## src/rtl/tone_meter_if.sv

```systemverilog
// ============================================================================
// Module   : tone_meter_if
// Brief    : CPU-side control and result handshake of the tone meter.
// Revision : 1.0
// ============================================================================
`default_nettype none

interface tone_meter_if #(
    parameter int COUNT_WIDTH = 26
);
    logic                   enable;
    logic                   read_ack;
    logic [COUNT_WIDTH-1:0] measured_count;
    logic                   count_valid;
    logic                   overrun;

    modport master (
        output enable,
        output read_ack,
        input  measured_count,
        input  count_valid,
        input  overrun
    );

    modport slave (
        input  enable,
        input  read_ack,
        output measured_count,
        output count_valid,
        output overrun
    );
endinterface

`default_nettype wire

```

## src/rtl/tone_meter.sv

```systemverilog
// ============================================================================
// Module   : tone_meter
// Brief    : Measures the half-period of an external square wave and reports
//            it in buzzer max_count encoding (cycles-1, 0 = silent).
// Revision : 1.0
// ============================================================================
`default_nettype none

module tone_meter #(
    parameter int COUNT_WIDTH = 26,
    parameter int SYNC_STAGES = 2,
    parameter int TIMEOUT     = 25000000
) (
    input  wire logic   clk,
    input  wire logic   rst_async_n,
    input  wire logic   tone_in,
    tone_meter_if.slave bus
);

    localparam logic [1:0] c_ST_IDLE    = 2'd0;
    localparam logic [1:0] c_ST_ARM     = 2'd1;
    localparam logic [1:0] c_ST_MEASURE = 2'd2;

    localparam logic [COUNT_WIDTH-1:0] c_ONE          = COUNT_WIDTH'(1);
    localparam logic [COUNT_WIDTH-1:0] c_TIMEOUT_LAST = COUNT_WIDTH'(TIMEOUT - 1);

    logic [SYNC_STAGES-1:0] r_sync;
    logic                   r_sync_d;
    logic                   w_edge;

    logic [1:0]             r_state;
    logic [1:0]             w_state_next;
    logic [COUNT_WIDTH-1:0] r_counter;
    logic [COUNT_WIDTH-1:0] w_counter_next;
    logic                   w_publish;
    logic [COUNT_WIDTH-1:0] w_pub_value;

    logic [COUNT_WIDTH-1:0] r_measured;
    logic                   r_valid;
    logic                   r_overrun;

    assign w_edge = r_sync[SYNC_STAGES-1] ^ r_sync_d;

    always_ff @(posedge clk or negedge rst_async_n) begin
        if (!rst_async_n) begin
            r_sync   <= '0;
            r_sync_d <= 1'b0;
        end else begin
            r_sync   <= {r_sync[SYNC_STAGES-2:0], tone_in};
            r_sync_d <= r_sync[SYNC_STAGES-1];
        end
    end

    always_ff @(posedge clk or negedge rst_async_n) begin
        if (!rst_async_n) begin
            r_state   <= c_ST_IDLE;
            r_counter <= '0;
        end else begin
            r_state   <= w_state_next;
            r_counter <= w_counter_next;
        end
    end

    // Counter defaults to 0 so every exit path (edge, timeout, idle) restarts it.
    always_comb begin
        w_state_next   = r_state;
        w_counter_next = '0;
        w_publish      = 1'b0;
        w_pub_value    = '0;
        if (!bus.enable) begin
            w_state_next = c_ST_IDLE;
        end else begin
            case (r_state)
                c_ST_IDLE: w_state_next = c_ST_ARM;
                c_ST_ARM: begin
                    if (w_edge) begin
                        w_state_next = c_ST_MEASURE;
                    end
                end
                c_ST_MEASURE: begin
                    if (w_edge) begin
                        w_publish   = 1'b1;
                        w_pub_value = (r_counter == '0) ? c_ONE : r_counter;
                    end else if (r_counter == c_TIMEOUT_LAST) begin
                        w_publish    = 1'b1;
                        w_state_next = c_ST_ARM;
                    end else begin
                        w_counter_next = r_counter + c_ONE;
                    end
                end
                default: w_state_next = c_ST_IDLE;
            endcase
        end
    end

    // A publish coinciding with an ack counts as consumed-then-refilled: no overrun.
    always_ff @(posedge clk or negedge rst_async_n) begin
        if (!rst_async_n) begin
            r_measured <= '0;
            r_valid    <= 1'b0;
            r_overrun  <= 1'b0;
        end else if (w_publish) begin
            r_measured <= w_pub_value;
            r_valid    <= 1'b1;
            if (r_valid) begin
                r_overrun <= !bus.read_ack;
            end
        end else if (bus.read_ack && r_valid) begin
            r_valid   <= 1'b0;
            r_overrun <= 1'b0;
        end
    end

    assign bus.measured_count = r_measured;
    assign bus.count_valid    = r_valid;
    assign bus.overrun        = r_overrun;

endmodule

`default_nettype wire
```

## src/flat_wrapper.sv

```systemverilog
// flat-port wrapper written by rule: the top's interface ports become plain ports
module tone_meter_flat 
#(
    parameter int COUNT_WIDTH = 26,
    parameter int SYNC_STAGES = 2,
    parameter int TIMEOUT     = 25000000
)
  (clk, rst_async_n, tone_in, bus_enable, bus_read_ack, bus_measured_count, bus_count_valid, bus_overrun);
  tone_meter_if #(.COUNT_WIDTH(COUNT_WIDTH)) bus_i ();
  input  wire logic clk;
  input  wire logic rst_async_n;
  input  wire logic tone_in;
  input wire logic [$bits(bus_i.enable)-1:0] bus_enable;
  input wire logic [$bits(bus_i.read_ack)-1:0] bus_read_ack;
  output wire logic [$bits(bus_i.measured_count)-1:0] bus_measured_count;
  output wire logic [$bits(bus_i.count_valid)-1:0] bus_count_valid;
  output wire logic [$bits(bus_i.overrun)-1:0] bus_overrun;
  assign bus_i.enable = bus_enable;
  assign bus_i.read_ack = bus_read_ack;
  assign bus_measured_count = bus_i.measured_count;
  assign bus_count_valid = bus_i.count_valid;
  assign bus_overrun = bus_i.overrun;
  tone_meter #(.COUNT_WIDTH(COUNT_WIDTH), .SYNC_STAGES(SYNC_STAGES), .TIMEOUT(TIMEOUT)) u_core (.clk(clk), .rst_async_n(rst_async_n), .tone_in(tone_in), .bus(bus_i));
endmodule
```

## config.mk

```make
export PLATFORM = sky130hd
export DESIGN_NAME = tone_meter_flat
export DESIGN_NICKNAME = d
export VERILOG_FILES = /design/src/rtl/tone_meter_if.sv /design/src/rtl/tone_meter.sv /design/src/flat_wrapper.sv
export SDC_FILE = /design/constraint.sdc
export NUM_CORES = 1
export LEC_CHECK = 0
export ABC_AREA = 1
export ABC_CLOCK_PERIOD_IN_PS = 4500
export BUFFER_PORTS_ARGS = -buffer_cell sky130_fd_sc_hd__buf_2
export CORE_ASPECT_RATIO = 0.9
export CORE_MARGIN = 2
export CORE_UTILIZATION = 55
export CTS_CLUSTER_SIZE = 10
export DETAILED_ROUTE_END_ITERATION = 10
export HOLD_SLACK_MARGIN = 0.06
export PLACE_DENSITY = 0.73
export SLEW_MARGIN = 20
export SYNTH_ARGS = -nofsm -noshare
export SYNTH_HDL_FRONTEND = slang
export SYNTH_SLANG_ARGS = --single-unit
```

## constraint.sdc

```tcl
create_clock -name clk -period 4.5 [get_ports clk]
set_input_delay 0.675 -clock clk [delete_from_list [all_inputs] [get_ports clk]]
set_output_delay 0.675 -clock clk [all_outputs]
set_load 0.02 [all_outputs]
```

==> qor.csv <==
metric,value,unit
Clock Tree Root,clkbuf_8,
Finish-stage setup viols,0,
clock latency on the worst-skew pair,0.34,ns
Syn-to-layout area delta,12.47,%
initial drt markers,131,
GRT Total Usage,0.2526,
Syn Area/Cell,7.262,um2
worst endpoint required time,4.73,ns
core area,0.005255,mm2
Layout Nets,455,
DIE AREA,0.006061,mm2
Final ANT Viol Nets,0,
"Setup Fix Bufs, Post-CTS",0,
Cell variety after synth,22,
setup TNS,0,ns
Final Power,1066,uW
Max Fanout on Critical Path,21,
skew final,0.007686,ns
Post-Syn Area,0.002999,mm2
post-synth net total,420,
CTS tree,done,
ys async rst share,1.000,
Critical Path AT,2.58,ns
met1 usage,0.3577,
MaxCap Viol Count,0,
Slowest cell on crit path,nand3_1,
dpl hpwl,4.927,mm
"EDFF count, synth",0,
fin crit share,0.5215,
H-tree depth,3,
slew margin rel.,0.3326,
status,"complete, no violations",
total iterations of the first detailed-routing run,4,
worst-margin pin slew,1.000,ns
Lkg Pwr,0.001715,uW
Synth Instances,413,
met2 Usage GRT,0.3848,
Sink Count,59,
DR WL/cell,13.00,um
vias per cell,4.894,
"Seq/Total Area, Yosys",0.4923,
Post-CTS Resized,0,
initial antenna violation count,0,
Placer Congestion,0.9273,
Die Width,81.84,um
met3 usage in global routing,0.05825,
number of global-route vias before repair,2353,
die height,74.06,um
port bufs,32,
Max Buffers Root-to-Sink,2,
Power per Cell Area,316.1,mW/mm2
Setup CP Type,flop to flop,
starting density of the core,0.5707,
IO Count,33,
startpoint types,flop,
WP buf/inv,0,
top_reg_cell synth,dfrtp_1,
hold buffers post-CTS,0,
largest net degree at the start of global routing,60,
Crit path max-delay family,simple AND/OR/NAND/NOR gates,
drc violations,0,
FP Rows,25,
final hold vios,0,
crit-path max cell delay,0.82,ns
Hold Crit Class,flop to flop,
"most common cell after layout, fill and taps aside",nand2_1,
synth warn,0,
vias,2535,
Routed WL,6.736,mm
post-layout minimum cycle time,2.347,ns
Num CTS Buffers,9,
unrepaired setup endpoints after global routing,no,
grt total ovfl,0,
most frequent cells in the layout,"nand2_1 (158), nor2_1 (81), dfrtp_1 (59), inv_1 (38), buf_2 (32)",
layer with the highest usage,met2,
FMAX,426.2,MHz
critical path cell sequence,"xnor2_1, nand3_1, nor3_1",
# diodes,0,
max-slew violation count,0,
register bit count reported by yosys,59,
first-pass GRT wire length,11.32,mm
"Clk pin slew, worst setup/hold paths",0.06,ns
share of layout cells above drive strength 1,0.1308,
maximum vdd drop,0.0002288,V
fin util,0.6419,
CP Capture Type,flop,
[worst reg2reg max path, cell delays in order (launching register included)]
cell     delay (ns)
dfrtp_1        0.39
xnor2_1        0.66
nand3_1        0.82
nor3_1         0.37
[state kept, by name, summed over array words and instances (netlist names)]
register / cells
u_core.r_counter: 26
u_core.bus.overrun: 1
u_core.bus.measured_count: 26
u_core.r_sync_d: 1
u_core.r_sync: 2
u_core.r_state: 2
u_core.bus.count_valid: 1
[synthesized netlist by cell type (2+ instances only)]
| cell type | n | area share |
|---|---|---|
| buf_2 | 5 | 0.0083 |
| buf_6 | 2 | 0.0075 |
| clkbuf_2 | 2 | 0.0033 |
| dfrtp_1 | 59 | 0.49 |
| ha_1 | 2 | 0.0083 |
| inv_1 | 38 | 0.048 |
| nand2_1 | 158 | 0.20 |
| nand2_2 | 6 | 0.013 |
| nand3_1 | 20 | 0.033 |
| nand4_1 | 3 | 0.0063 |
| nor2_1 | 81 | 0.10 |
| nor2_2 | 4 | 0.0083 |
| nor3_1 | 12 | 0.020 |
| o21ai_0 | 5 | 0.0083 |
| o21bai_1 | 4 | 0.010 |
| xnor2_1 | 2 | 0.0058 |
| xor2_1 | 5 | 0.015 |
[final timing paths]
| path | depth (start not counted) | slack (ns) | end | startpoint |
|---|---|---|---|---|
| min | 0 | 0.37 | u_core.r_sync[1] | u_core.r_sync[0] |
| min reg2reg | 0 | 0.37 | u_core.r_sync[1] | u_core.r_sync[0] |
| min in group asynchronous | 2 | 0.47 | u_core.bus.measured_count[3] | rst_async_n |
| max in group asynchronous | 2 | 3.55 | u_core.bus.measured_count[18] | rst_async_n |
| max reg2reg | 3 | 2.15 | u_core.r_counter[5] | u_core.r_sync[1] |
| max | 3 | 2.15 | u_core.r_counter[5] | u_core.r_sync[1] |
[logic make-up after synthesis]
family          count (synthesis)  share of synthesized area
fa+ha+maj                       2                   0.008342
xor+xnor                        7                    0.02044
buf+inv                        47                    0.06675
simple gates                  287                     0.3897
compound gates                 11                    0.02253
flops                          59                     0.4923
[final cells by class]
class / count / area (um2)
well taps: 67 / 83.83
flip-flops and latches: 59 / 1476
clock inverters: 5 / 56.30
clock buffers: 9 / 123.9
multi-input cells: 307 / 1323
fillers: 501 / 1882
inverters: 38 / 142.6
repair buffers: 33 / 167.7
[power breakdown]
group          switching (uW)  leakage (uW)  total (uW)  internal (uW)
registers                6.51      0.000813         549            543
logic                    48.2      0.000811        65.7           17.4
clock network             203     0.0000909         451            248
[metal layers]
layer / vias up / part of all wire
met5: - / 0
met4: 0 / 0.0085
met3: 6 / 0.042
met2: 51 / 0.43
met1: 1149 / 0.51
li1: 1329 / -
[per-stage QoR]
stage / std cells / setup slack (ns) / instance area (um2) / hold WS (ns)
after CTS: 518 / 2.081 / 3373 / 0.3792
after global routing: 518 / 1.938 / 3373 / 0.3755
after detailed placement: 504 / 2.106 / 3193 / 0.3694
after global placement: 504 / 2.258 / 3193 / 0.3779
final: 518 / 2.153 / 3373 / 0.3715
after floorplan: 413 / 3.002 / 2999 / 0.3312
Note: power is estimated with default switching activity, not from simulation.
